## config.mk

```make
export PLATFORM = sky130hd
export DESIGN_NAME = muldiv_sequencer_flat
export DESIGN_NICKNAME = d
export VERILOG_FILES = /design/src/rtl/muldiv_pkg.sv /design/src/rtl/muldiv_sequencer_if.sv /design/src/rtl/muldiv_iter_step.sv /design/src/rtl/muldiv_sequencer.sv /design/src/flat_wrapper.sv
export SDC_FILE = /design/constraint.sdc
export NUM_CORES = 1
export LEC_CHECK = 0
export CORE_UTILIZATION = 40
export CTS_BUF_LIST = sky130_fd_sc_hd__clkbuf_2
export DETAILED_ROUTE_END_ITERATION = 12
export GPL_TIMING_DRIVEN = 1
export SLEW_MARGIN = 20
export SYNTH_ARGS = -nofsm -noshare
export SYNTH_HDL_FRONTEND = slang
export SYNTH_SLANG_ARGS = --single-unit
```

## constraint.sdc

```tcl
create_clock -name CLK -period 6.09 [get_ports CLK]
set_input_delay 1.218 -clock CLK [delete_from_list [all_inputs] [get_ports CLK]]
set_output_delay 1.218 -clock CLK [all_outputs]
set_load 0.01 [all_outputs]
```

## src/rtl/muldiv_pkg.sv

```systemverilog
// rtl/muldiv_pkg.sv - shared encodings for the RV32M multiply/divide sequencer
// Contents: default operand width, func3 opcodes, FSM state encoding and
// small operand-signedness helpers used by the sequencer.
package muldiv_pkg;

    localparam int DEFAULT_XLEN = 32;

    localparam logic [2:0] MUL    = 3'b000;
    localparam logic [2:0] MULH   = 3'b001;
    localparam logic [2:0] MULHSU = 3'b010;
    localparam logic [2:0] MULHU  = 3'b011;
    localparam logic [2:0] DIV    = 3'b100;
    localparam logic [2:0] DIVU   = 3'b101;
    localparam logic [2:0] REM    = 3'b110;
    localparam logic [2:0] REMU   = 3'b111;

    typedef enum logic [1:0] {
        IDLE = 2'b00,
        CALC = 2'b01,
        FIX  = 2'b10,
        DONE = 2'b11
    } state_t;

    // rs1 is treated as signed for MULH, MULHSU, DIV and REM.
    // MUL stays unsigned: the low product half does not depend on signedness.
    function automatic logic op_a_signed(input logic [2:0] f3);
        return (f3 == MULH) || (f3 == MULHSU) || (f3 == DIV) || (f3 == REM);
    endfunction

    // rs2 is treated as signed for MULH, DIV and REM only.
    function automatic logic op_b_signed(input logic [2:0] f3);
        return (f3 == MULH) || (f3 == DIV) || (f3 == REM);
    endfunction

endpackage

```

## src/rtl/muldiv_sequencer_if.sv

```systemverilog
// rtl/muldiv_sequencer_if.sv - execute-stage to mul/div sequencer handshake bundle
// master: execute stage (drives start/func3/data1/data2/flush, sees stall/busy/valid/result)
// slave : muldiv_sequencer
interface muldiv_sequencer_if #(
    parameter int XLEN = 32
);
    logic            start;
    logic [2:0]      func3;
    logic [XLEN-1:0] data1;
    logic [XLEN-1:0] data2;
    logic            flush;
    logic            stall;
    logic            busy;
    logic            valid;
    logic [XLEN-1:0] result;

    modport master (
        output start, func3, data1, data2, flush,
        input  stall, busy, valid, result
    );

    modport slave (
        input  start, func3, data1, data2, flush,
        output stall, busy, valid, result
    );
endinterface

```

## src/rtl/muldiv_iter_step.sv

```systemverilog
// rtl/muldiv_iter_step.sv - one shift-add / restoring-divide iteration on the accumulator
// Ports: mode_div (0 multiply, 1 divide), acc_in/acc_out (2*XLEN accumulator),
// operand (multiplicand for multiply, divisor for divide). Purely combinational.
module muldiv_iter_step #(
    parameter int XLEN = 32
) (
    input  logic              mode_div,
    input  logic [2*XLEN-1:0] acc_in,
    input  logic [XLEN-1:0]   operand,
    output logic [2*XLEN-1:0] acc_out
);
    logic [XLEN:0]   mul_sum;
    logic [XLEN:0]   div_hi;
    logic [XLEN-1:0] div_diff;
    logic            div_ge;

    always_comb begin
        // Multiply: conditional add into the upper half, carry shifted back in.
        mul_sum  = {1'b0, acc_in[2*XLEN-1:XLEN]} + (acc_in[0] ? {1'b0, operand} : '0);
        // Divide: the shifted partial remainder needs XLEN+1 bits when the
        // divisor has its MSB set, so the bit shifted out is kept for the compare.
        div_hi   = acc_in[2*XLEN-1:XLEN-1];
        div_ge   = div_hi >= {1'b0, operand};
        div_diff = div_hi[XLEN-1:0] - operand;
        if (mode_div) begin
            acc_out = {(div_ge ? div_diff : div_hi[XLEN-1:0]), acc_in[XLEN-2:0], div_ge};
        end else begin
            acc_out = {mul_sum, acc_in[XLEN-1:1]};
        end
    end
endmodule

```

## src/rtl/muldiv_sequencer.sv

```systemverilog
// rtl/muldiv_sequencer.sv - multi-cycle RV32M multiply/divide controller
// Ports: CLK (rising edge), RESET (async, active low), bus (slave side of
// muldiv_sequencer_if: start/func3/data1/data2/flush in; stall/busy/valid/result out).
// Sequence: IDLE -> CALC (XLEN iterations) -> FIX (sign/half select) -> DONE (valid pulse).
// Divide-by-zero and signed overflow skip straight from IDLE to DONE.
module muldiv_sequencer
    import muldiv_pkg::*;
#(
    parameter int XLEN = DEFAULT_XLEN
) (
    input  logic           CLK,
    input  logic           RESET,
    muldiv_sequencer_if.slave bus
);
    localparam int ITER = XLEN;
    localparam int CW   = $clog2(ITER);
    localparam logic [XLEN-1:0] MIN_NEG = {1'b1, {(XLEN-1){1'b0}}};

    state_t              state, state_nx;
    logic [CW-1:0]       count;
    logic [2*XLEN-1:0]   acc, acc_step;
    logic [XLEN-1:0]     opnd;
    logic [XLEN-1:0]     result_q;
    logic [2:0]          op_q;
    logic                neg_q;

    logic                accept, fast_hit, sign_a, sign_b, neg_in;
    logic                stall_c, busy_c, valid_c;
    logic [XLEN-1:0]     mag_a, mag_b, fast_res, fix_res, quot, rem;
    logic [2*XLEN-1:0]   prod;

    muldiv_iter_step #(.XLEN(XLEN)) u_step (
        .mode_div (op_q[2]),
        .acc_in   (acc),
        .operand  (opnd),
        .acc_out  (acc_step)
    );

    // Operand magnitudes, result sign and the IDLE fast-path result.
    always_comb begin
        sign_a   = op_a_signed(bus.func3) & bus.data1[XLEN-1];
        sign_b   = op_b_signed(bus.func3) & bus.data2[XLEN-1];
        mag_a    = sign_a ? -bus.data1 : bus.data1;
        mag_b    = sign_b ? -bus.data2 : bus.data2;
        // Remainder follows the dividend; product and quotient use the XOR.
        neg_in   = (bus.func3[2] & bus.func3[1]) ? sign_a : (sign_a ^ sign_b);
        fast_hit = 1'b0;
        fast_res = '0;
        if (bus.func3[2] && bus.data2 == '0) begin
            fast_hit = 1'b1;
            fast_res = bus.func3[1] ? bus.data1 : '1;
        end else if ((bus.func3 == DIV || bus.func3 == REM) &&
                     bus.data1 == MIN_NEG && bus.data2 == '1) begin
            fast_hit = 1'b1;
            fast_res = bus.func3[1] ? '0 : MIN_NEG;
        end
    end

    // Sign fix-up and result half/quotient/remainder selection in FIX.
    always_comb begin
        prod = neg_q ? -acc : acc;
        quot = neg_q ? -acc[XLEN-1:0] : acc[XLEN-1:0];
        rem  = neg_q ? -acc[2*XLEN-1:XLEN] : acc[2*XLEN-1:XLEN];
        case (op_q)
            MUL:                 fix_res = prod[XLEN-1:0];
            MULH, MULHSU, MULHU: fix_res = prod[2*XLEN-1:XLEN];
            DIV, DIVU:           fix_res = quot;
            default:             fix_res = rem;
        endcase
    end

    always_ff @(posedge CLK or negedge RESET) begin
        if (!RESET) begin
            state <= IDLE;
        end else begin
            state <= state_nx;
        end
    end

    always_comb begin
        state_nx = state;
        accept   = 1'b0;
        stall_c  = 1'b0;
        busy_c   = 1'b0;
        valid_c  = 1'b0;
        case (state)
            IDLE: begin
                if (bus.start && !bus.flush) begin
                    accept   = 1'b1;
                    stall_c  = 1'b1;
                    state_nx = fast_hit ? DONE : CALC;
                end
            end
            CALC: begin
                stall_c = 1'b1;
                busy_c  = 1'b1;
                if (bus.flush) begin
                    state_nx = IDLE;
                end else if (count == '0) begin
                    state_nx = FIX;
                end
            end
            FIX: begin
                stall_c  = 1'b1;
                busy_c   = 1'b1;
                state_nx = bus.flush ? IDLE : DONE;
            end
            DONE: begin
                busy_c   = 1'b1;
                valid_c  = !bus.flush;
                state_nx = IDLE;
            end
            default: state_nx = IDLE;
        endcase
    end

    always_ff @(posedge CLK or negedge RESET) begin
        if (!RESET) begin
            acc      <= '0;
            opnd     <= '0;
            count    <= '0;
            op_q     <= '0;
            neg_q    <= 1'b0;
            result_q <= '0;
        end else begin
            case (state)
                IDLE: begin
                    if (accept) begin
                        op_q  <= bus.func3;
                        neg_q <= neg_in;
                        count <= CW'(ITER - 1);
                        if (fast_hit) begin
                            result_q <= fast_res;
                        end else if (bus.func3[2]) begin
                            acc  <= {{XLEN{1'b0}}, mag_a};
                            opnd <= mag_b;
                        end else begin
                            acc  <= {{XLEN{1'b0}}, mag_b};
                            opnd <= mag_a;
                        end
                    end
                end
                CALC: begin
                    acc <= acc_step;
                    if (count != '0) begin
                        count <= count - CW'(1);
                    end
                end
                FIX: begin
                    if (!bus.flush) begin
                        result_q <= fix_res;
                    end
                end
                default: ;
            endcase
        end
    end

    assign bus.stall  = stall_c;
    assign bus.busy   = busy_c;
    assign bus.valid  = valid_c;
    assign bus.result = result_q;

endmodule

```

## src/flat_wrapper.sv

```systemverilog
// flat-port wrapper written by rule: the top's interface ports become plain ports
module muldiv_sequencer_flat import muldiv_pkg::*;
#(
    parameter int XLEN = DEFAULT_XLEN
)
  (CLK, RESET, bus_start, bus_func3, bus_data1, bus_data2, bus_flush, bus_stall, bus_busy, bus_valid, bus_result);
  muldiv_sequencer_if #(.XLEN(XLEN)) bus_i ();
  input  logic CLK;
  input  logic RESET;
  input wire logic [$bits(bus_i.start)-1:0] bus_start;
  input wire logic [$bits(bus_i.func3)-1:0] bus_func3;
  input wire logic [$bits(bus_i.data1)-1:0] bus_data1;
  input wire logic [$bits(bus_i.data2)-1:0] bus_data2;
  input wire logic [$bits(bus_i.flush)-1:0] bus_flush;
  output wire logic [$bits(bus_i.stall)-1:0] bus_stall;
  output wire logic [$bits(bus_i.busy)-1:0] bus_busy;
  output wire logic [$bits(bus_i.valid)-1:0] bus_valid;
  output wire logic [$bits(bus_i.result)-1:0] bus_result;
  assign bus_i.start = bus_start;
  assign bus_i.func3 = bus_func3;
  assign bus_i.data1 = bus_data1;
  assign bus_i.data2 = bus_data2;
  assign bus_i.flush = bus_flush;
  assign bus_stall = bus_i.stall;
  assign bus_busy = bus_i.busy;
  assign bus_valid = bus_i.valid;
  assign bus_result = bus_i.result;
  muldiv_sequencer #(.XLEN(XLEN)) u_core (.CLK(CLK), .RESET(RESET), .bus(bus_i));
endmodule
```

# Yosys cells after proc, flatten, opt, wreduce, memory -nomap -nowiden
# Cells that the tools add are included.
# op_classes
n_addsub,8
order_cmp,1
eq_ne,21
n_mux,39
bitwise,5
reduce_logical,28
# op_table
cell,n
two-way mux 32 bit,15
two-way mux 64 bit,4
negation 32 bit,4
one-hot mux 64 bit (2 select lines),1
one-hot mux 32 bit (3 select lines),1
== test 32 bit (second input constant),2
negation 64 bit,1
one-hot mux 32 bit (2 select lines),1
adder 32 x 33 -> 33 bit,1
greater-or-equal comparator 33 x 32 -> 1 bit,1
logical NOT 32 bit,1
subtractor 32 bit,1
== test 3 bit (second input constant),4
two-way mux 2 bit,5
two-way mux 5 bit,2
one-hot mux 5 bit (2 select lines),1
== test 3 x 2 -> 1 bit (second input constant),3
AND reduction 3 bit,3
inequality test 2 x 1 -> 1 bit (second input constant),4
one-hot mux 2 bit (4 select lines),1
two-way mux 1 bit,7
== test 3 x 1 -> 1 bit (second input constant),2
logical OR 1 bit,6
OR reduction 3 bit,2
other kinds (19),29
# word_totals
reg_bits,139
out_inout_bits,35
elab_cells,109

# Longest topological paths before layout
# Gate-level depths: netlist of the first run.
# logic_depth
depth_word,10
ltp_mapped,14

# By module
# A second synthesis of the first run with hierarchy kept.
# unflattened
hier_cells,2215
hier_area_um2,16046.6
# by_module_without_submodules
module,instances,cells_per_inst,area_each_um2,seq_area_each_um2
muldiv_sequencer,1,1501,11324.6,3478.3
muldiv_iter_step,1,714,4722.0,0.0

# Worst setup path before layout of the first run
# Ideal clock, no wire load.
# synth_path
kind,input-to-reg
start,input bus_data2[18]
end,register u_core.acc[46]
setup_ns,0.136
t_arrival_ns,3.645
t_required_ns,5.954
path_slack_ns,2.309
stages,11
cell_sequence,or4_1 > or4b_1 > or3_1 > o41ai_2 > or2_1 > buf_4 > a21o_2 > nor2_1 > buf_6 > a22oi_1 > o21ai_0
# synth_between
elab_chain_len,6
elab_cells_between_ends,8
classes_between,eq/ne (2); mux (2); reduce/logical (4)
# synth_rtl
item,line_no,source
"start, declared",flat_wrapper.sv:13,input wire logic [$bits(bus_i.data2)-1:0] bus_data2;
== test 32 bit,muldiv_sequencer.sv:53,bus.data1 == MIN_NEG && bus.data2 == '1) begin
logical AND 1 bit,muldiv_sequencer.sv:53,
two-way mux 1 bit,muldiv_sequencer.sv:52,end else if ((bus.func3 == DIV || bus.func3 == REM) &&
two-way mux 1 bit (*),muldiv_sequencer.sv:49,if (bus.func3[2] && bus.data2 == '0) begin
inequality test 2 bit (no source line) (*),n/a,
AND reduction 3 bit (no source line) (*),n/a,
"end signal, assigned",muldiv_sequencer.sv:135,"acc <= {{XLEN{1'b0}}, mag_a};"
"end signal, assigned",muldiv_sequencer.sv:138,"acc <= {{XLEN{1'b0}}, mag_b};"
"end signal, assigned",muldiv_sequencer.sv:144,acc <= acc_step;
"end, declared",muldiv_sequencer.sv:21,"logic [2*XLEN-1:0] acc, acc_step;"
# Mark *: on every way between the ends. The rest lies on a longest branch, timed or not.
# A chain may end at the register's enable or synchronous reset.

# Worst setup path after layout of the first run
# layout_path
start,register u_core.acc[32]
end,register u_core.acc[43]
# layout_between
elab_chain_len,4
elab_cells_between_ends,6
classes_between,add/sub (2); order compare (1); mux (3)
# layout_rtl
item,line_no,source
subtractor 32 bit or greater-or-equal comparator 33 x 32 -> 1 bit (tied branches),"muldiv_iter_step.sv:24, muldiv_iter_step.sv:23",
two-way mux 32 bit,muldiv_iter_step.sv:26,"acc_out = {(div_ge ? div_diff : div_hi[XLEN-1:0]), acc_in[XLEN-2:0], div_ge};"
two-way mux 64 bit (*),muldiv_iter_step.sv:25,if (mode_div) begin
one-hot mux 64 bit (2 select lines) (*),muldiv_sequencer.sv:126,case (state)
# Marked as above.

==> flow_summary_export.csv, run 1 <==
group,metric,value,unit
status,outcome,"completed",
critical_path,end_kind,"register",
power,power_density,593.7,nW/um^2
global_route,grt_max_degree,124,
floorplan,core,36610,um^2
placed_design,pre_cts_slack,0.9917,ns
placed_design,post-dp-hpwl,44960,um
critical_path,ff2ff_setup_slack,1.70,ns
floorplan,io_pins,106,
cells_and_area,fill_cells,3807,
synth,ys_ff_latch,139,
clock_tree,clock_latency,0.81,ns
power,finalPower,0.009782,W
sta,setup_tns,0,ns
synth,async_flop_share,1.000,
synth,yosysTopAreaCellShare,0.2332,
synth,synth_flop_cell,"dfrtp_1",
routing,routedWlPerCell,23.19,um
critical_path,reg2reg_depth,10,
sta,clock.fmax,227.6,MHz
sta,slew_headroom,0.1454,
global_route,grt_pass1_vias,14270,
critical_path,critical_path.endpoint,"u_core.acc[43]$_DFFE_PN0P_",
power,leakage,6.620,nW
routing,viasPerCell,6.330,
clock_tree,clk_path_buf_depth,2,
sta,setup_viol,0,
routing,drt_wl_total,58040,um
synth,synth_cell_types,86,
floorplan,die_x,195.1,um
sta,worst_pin_slew,1.270,ns
critical_path,rr_endpoint,"u_core.acc[43]$_DFFE_PN0P_",
synth,yosys_warnings,0,
synth,synthesis.nets,2148,
sta,slew_violations,0,
cells_and_area,nets,2170,
cells_and_area,finish.utilization,0.4500,
placed_design,place_congestion,0.9887,
synth,synth_edf_count,0,
synth,synth.avg_cell_area,7.462,um^2
cells_and_area,multi_input_area,10610,um^2
synth,syn-cell-area,14920,um^2
critical_path,cp_data_required_time,6.81,ns
sta,final.setup.worst_slack,1.696,ns
critical_path,path_class,"register to register",
routing,first_pass_iters,8,
critical_path,r2r-start,"u_core.acc[32]$_DFFE_PN0P_",
routing,drt_iter0_drc,2041,
synth,synth-seq-area-share,0.2332,
critical_path,critPathLaunch,"u_core.acc[32]$_DFFE_PN0P_",
placed_design,port_buffers,105,
global_route,grt_pass1_wl,87580,um
clock_tree,cts_tree,"done",
synth,synth_area_leaders,"dfrtp_1 23%, a21oi_1 6.5%, ha_1 6.4%, o21ai_0 5.7%, nor2_1 5.6%",
sta,min_period,4.394,ns
routing,ant_nets,0,
global_route,grtUsageTotal,0.3007,
floorplan,start_util,0.4075,
global_route,antenna_found_initial,1,
sta,report.final.hold_viol_count,0,
routing,drc,0,
clock_tree,clkSinkCount,139,
synth,synth_area_leader_cell,"dfrtp_1",
clock_tree,path_clk_slew,0.25,ns
sta,hold_ws,0.3234,ns
critical_path,arrival,5.12,ns
sta,fin_skew,0.04266,ns
critical_path,cp_max_fo,11,
flow_run,maxCapViolations,0,
routing,routed-via-count,15840,
synth,syn_inst,1999,
sta,rsz0062_at_grt,"no",
global_route,gr-total-overflow,0,
cells_and_area,syn_to_final_growth,10.45,%
sta,fin_crit_sh,0.7214,
critical_path,cp-start-kind,"register",
clock_tree,cts_root_buf,"clkbuf_2",
floorplan,die_h,195.1,um
clock_tree,postCtsSetupBuffers,0,
clock_tree,numCtsBuffers,17,
floorplan,fp-row-count,70,
floorplan,die-area,38070,um^2
power,vdd_ir_drop_max,0.3600,mV
clock_tree,post_cts_resized,0,
worst_hold_path,hold_path.class,"primary input to asynchronous set/reset pin",
cells_and_area,layout.area.seq,3481,um^2
clock_tree,cts_htree_levels,4,
cells_and_area,drive_gt1_frac,0.06637,
clock_tree,hold_buffers,0,
## critical path, cell delays in order (launching register included)
cell	delay [ns]
dfrtp_1	0.65
ha_1	0.34
nor2b_1	0.15
o31ai_1	0.53
a211oi_1	0.23
o31ai_1	0.45
a21oi_1	0.28
o31a_1	0.41
nor2_1	0.77
o211ai_1	0.20
a32o_1	0.29
## worst min-delay path by stage
stage | end | slack (ns) | cells past startpoint
2_1_floorplan | u_core.opnd[16]$_DFFE_PN0P_ | 0.45 | 1
3_3_place_gp | u_core.opnd[21]$_DFFE_PN0P_ | 0.46 | 2
3_5_place_dp | u_core.opnd[24]$_DFFE_PN0P_ | 0.47 | 2
4_1_cts | u_core.acc[53]$_DFFE_PN0P_ | 0.31 | 1
5_1_grt | u_core.acc[60]$_DFFE_PN0P_ | 0.30 | 1
6_report | u_core.bus.result[7]$_DFFE_PN0P_ | 0.32 | 1
## registers in the layout, indices dropped and copies added, names as in the netlist
register,count
u_core.state,2
u_core.bus.result,32
u_core.count,5
u_core.acc,64
u_core.neg_q,1
u_core.opnd,32
u_core.op_q,3
## placed cells by master (no fill, tap or decap), types with 10 or more instances in the layout
| master | synthesis | layout |
|---|---|---|
| o21ai_1 | 10 | 10 |
| buf_4 | 6 | 32 |
| a211oi_1 | 40 | 40 |
| o21a_1 | 15 | 15 |
| inv_1 | 74 | 74 |
| xor2_1 | 83 | 83 |
| o41ai_1 | 15 | 14 |
| a31oi_1 | 44 | 44 |
| nand4_1 | 21 | 21 |
| o21ai_0 | 170 | 170 |
| dfrtp_1 | 139 | 137 |
| or2_2 | 16 | 17 |
| mux2i_1 | 17 | 17 |
| nand2b_1 | 23 | 23 |
| nand3_1 | 36 | 36 |
| a22oi_1 | 20 | 20 |
| or4_1 | 15 | 15 |
| a21oi_1 | 195 | 195 |
| nor2_1 | 223 | 222 |
| a21o_1 | 31 | 31 |
| mux2_2 | 31 | 31 |
| o22ai_1 | 12 | 11 |
| and3_1 | 11 | 11 |
| nor4_1 | 16 | 16 |
| nand2_1 | 168 | 168 |
| and2_1 | 10 | 10 |
| nor3_1 | 41 | 41 |
| xnor2_1 | 93 | 93 |
| ha_1 | 76 | 75 |
| o31ai_1 | 39 | 39 |
| or3_1 | 16 | 16 |
| clkbuf_2 | 0 | 18 |
| clkdlybuf4s50_1 | 0 | 103 |
| o221ai_1 | 11 | 11 |
| o211ai_1 | 27 | 27 |
| nor2b_1 | 13 | 13 |
## power breakdown
group	internal (W)	switching [W]	total (W)
Combinational	0.00283	0.00431	0.00713
Clock	0.000117	0.000422	0.000539
Sequential	0.00135	0.000755	0.00211
## metrics by stage
step | area (um^2) | cells
6_report | 16480 | 2503
5_1_grt | 16480 | 2503
4_1_cts | 16440 | 2501
3_5_place_dp | 16240 | 2469
3_3_place_gp | 16240 | 2469
2_1_floorplan | 14920 | 1999
## cells in the mapped netlist (17+ instances only)
library cell and count:
nor2_1 223, a21oi_1 195, o21ai_0 170, nand2_1 168, dfrtp_1 139, clkbuf_1 111, xnor2_1 93, xor2_1 83
ha_1 76, inv_1 74, a31oi_1 44, nor3_1 41, a211oi_1 40, o31ai_1 39, nand3_1 36, a21o_1 31
mux2_2 31, o211ai_1 27, nand2b_1 23, nand4_1 21, a22oi_1 20, mux2i_1 17
## metal layers
metal,share of wire,vias to the layer above,GRT usage
met4,0.039,0,0.1099
met1,0.45,7512,0.4318
li1,-,7352,-
met3,0.10,109,0.06511
met2,0.41,871,0.4384
met5,0,-,0
## area by class of cell
class / count / area share
Multi-Input combinational cell: 1651 / 0.6442
Sequential cell: 139 / 0.2113
Inverter: 75 / 0.01709
Clock buffer: 18 / 0.005468
Tap cell: 468 / 0.03554
Antenna cell: 1 / 0.0001519
Clock inverter: 14 / 0.006759
Timing Repair Buffer: 137 / 0.07951
## cells by family (layout without fill, tap and decap cells)
kind of cell    count (synthesis)  in the layout  synth area share
compound gates                706            706            0.2984
xor+xnor                      176            176            0.1033
fa+ha+maj                      78             78           0.06643
buf+inv                       209            244           0.05704
flops                         139            139            0.2332
mux                            49             49           0.03632
other cells                     0              1                 0
simple gates                  642            642            0.2053
No activity file was read; power rests on OpenSTA's default activity.
==> inputs of run 2 (changes only) <==
==> constraint.sdc (replaced) <==
create_clock -name CLK -period 4.6 [get_ports CLK]
set_input_delay 0.92 -clock CLK [delete_from_list [all_inputs] [get_ports CLK]]
set_output_delay 0.92 -clock CLK [all_outputs]
set_load 0.01 [all_outputs]
==> run 2 against run 1 <==
  * Sequential cell count unchanged
  * Global-route usage increased by 1.2 points
  * Sequential power increased by 31%
  * First-iteration DRC count decreased by 3.3%
  * Die area unchanged
  * Final cell count increased by 1.7%
  * Sequential share of layout area decreased by 0.47 points
  * Clock skew increased by 0.012 ns
  * Critical path depth decreased by 5
  * Core utilization increased by 1.0 points
  * Largest power group unchanged
==> flow_summary_export.csv, run 2 (synthesis gave the netlist of run 1 again) <==
group,metric,value,unit
critical_path,cp_data_required_time,3.68,ns
clock_tree,cts_htree_levels,4,
floorplan,die_x,195.1,um
routing,drt_iter0_drc,1974,
sta,slew_headroom,0.2858,
power,finalPower,0.01327,W
cells_and_area,drive_gt1_frac,0.08438,
sta,setup_viol,0,
critical_path,path_class,"register to output port",
power,leakage,6.846,nW
critical_path,cp-start-kind,"register",
floorplan,die-area,38070,um^2
clock_tree,clock_latency,0.90,ns
sta,setup_tns,0,ns
cells_and_area,design_area,16850,um^2
placed_design,post-dp-hpwl,46640,um
power,vdd_ir_drop_max,0.4518,mV
sta,fin_skew,0.05483,ns
clock_tree,clk_path_buf_depth,2,
sta,slew_violations,0,
sta,report.final.hold_viol_count,0,
placed_design,place_congestion,0.9633,
worst_hold_path,hold_path.class,"primary input to asynchronous set/reset pin",
routing,drc,0,
global_route,grt_max_degree,122,
sta,rsz0062_at_grt,"no",
status,outcome,"completed",
routing,first_pass_iters,5,
sta,worst_pin_slew,1.071,ns
critical_path,end_kind,"output port",
critical_path,reg2reg_depth,14,
routing,ant_nets,0,
critical_path,r2r-start,"u_core.acc[0]$_DFFE_PN0P_",
cells_and_area,syn_to_final_growth,12.95,%
global_route,grt_pass1_wl,90130,um
clock_tree,cts_root_buf,"clkbuf_2",
routing,routed-via-count,15820,
routing,routedWlPerCell,23.58,um
cells_and_area,multi_input_area,10610,um^2
critical_path,arrival,3.19,ns
cells_and_area,fill_cells,3744,
floorplan,fp-row-count,70,
floorplan,die_h,195.1,um
floorplan,start_util,0.4075,
global_route,grtUsageTotal,0.3123,
critical_path,ff2ff_setup_slack,0.62,ns
clock_tree,hold_buffers,0,
clock_tree,postCtsSetupBuffers,0,
floorplan,io_pins,106,
cells_and_area,largest_reg_flops,64,
routing,viasPerCell,6.215,
clock_tree,post_cts_resized,0,
routing,drt_wl_total,60040,um
clock_tree,path_clk_slew,0.25,ns
flow_run,maxCapViolations,0,
cells_and_area,final_cell_mix,"222 x nor2_1, 195 x a21oi_1, 170 x o21ai_0",
cells_and_area,largest_register,"u_core.acc",
cells_and_area,nets,2210,
sta,fin_crit_sh,0.8945,
placed_design,placed_area,16590,um^2
sta,min_period,4.115,ns
global_route,grt_pass1_vias,14620,
cells_and_area,layout_commonest_cell,"nor2_1",
global_route,gr-total-overflow,0,
clock_tree,numCtsBuffers,17,
critical_path,cp_max_fo,7,
placed_design,port_buffers,105,
global_route,antenna_found_initial,3,
critical_path,rr_endpoint,"u_core.acc[63]$_DFFE_PN0P_",
sta,clock.fmax,243.0,MHz
clock_tree,cts_tree,"done",
power,power_density,787.9,nW/um^2
clock_tree,clkSinkCount,139,
floorplan,core,36610,um^2
cells_and_area,layout.area.seq,3481,um^2
==> run 2: cell type report <==
class                           instances  area share
Multi-Input combinational cell       1651      0.6300
Sequential cell                       139      0.2066
Timing Repair Buffer                  177     0.09661
Tap cell                              468     0.03475
Inverter                               75     0.01671
Clock inverter                         14    0.009431
Clock buffer                           18    0.005347
Antenna cell                            4   0.0005941
==> run 2: critical path, cell delays in order (launching register included) <==
cell             delay, ns
dfrtp_1               0.49
inv_1                 0.12
ha_1                  0.49
nand3b_1              0.41
a21oi_1               0.26
clkdlybuf4s50_1       0.55
==> run 2: per-layer routing <==
layer  global-route usage  up-vias  part of all wire
met2               0.4706      731              0.43
met1               0.4543     7564              0.46
met4              0.09886        2             0.029
li1                     -     7440                 -
met5                    0        -           0.00022
met3              0.04732       86             0.081
==> run 2: through the flow <==
| stage | worst slack [ns] | hold slack, ns | util | instances |
|---|---|---|---|---|
| 2_1_floorplan | 1.117 | 0.4497 | - | 1999 |
| 3_3_place_gp | 0.3251 | 0.4651 | 0.4531 | 2510 |
| 3_5_place_dp | 0.3079 | 0.4704 | 0.4531 | 2510 |
| 4_1_cts | 0.4948 | 0.05850 | 0.4599 | 2542 |
| 5_1_grt | 0.3621 | 0.04350 | 0.4602 | 2546 |
| 6_report | 0.4855 | 0.04392 | 0.4602 | 2546 |
==> run 2: how the worst max path moves through the flow <==
stage	start	slack [ns]	endpoint	depth (start not counted)
after floorplan	bus_data2[18]	1.12	u_core.acc[46]$_DFFE_PN0P_	11
after global placement	bus_data1[14]	0.33	u_core.acc[47]$_DFFE_PN0P_	11
after detailed placement	bus_data1[14]	0.31	u_core.acc[48]$_DFFE_PN0P_	11
after CTS	u_core.state[0]$_DFFE_PN0P_	0.49	bus_stall	5
after global routing	u_core.state[0]$_DFFE_PN0P_	0.36	bus_stall	5
final	u_core.state[0]$_DFFE_PN0P_	0.49	bus_stall	5
==> run 2: where the power goes <==
group | leakage (nW) | switching [W] | internal, W
clock | 0.143 | 0.000582 | 0.000267
sequential | 1.68 | 0.000967 | 0.00179
combinational | 5.03 | 0.00577 | 0.00390
total | 6.85 | 0.00732 | 0.00596
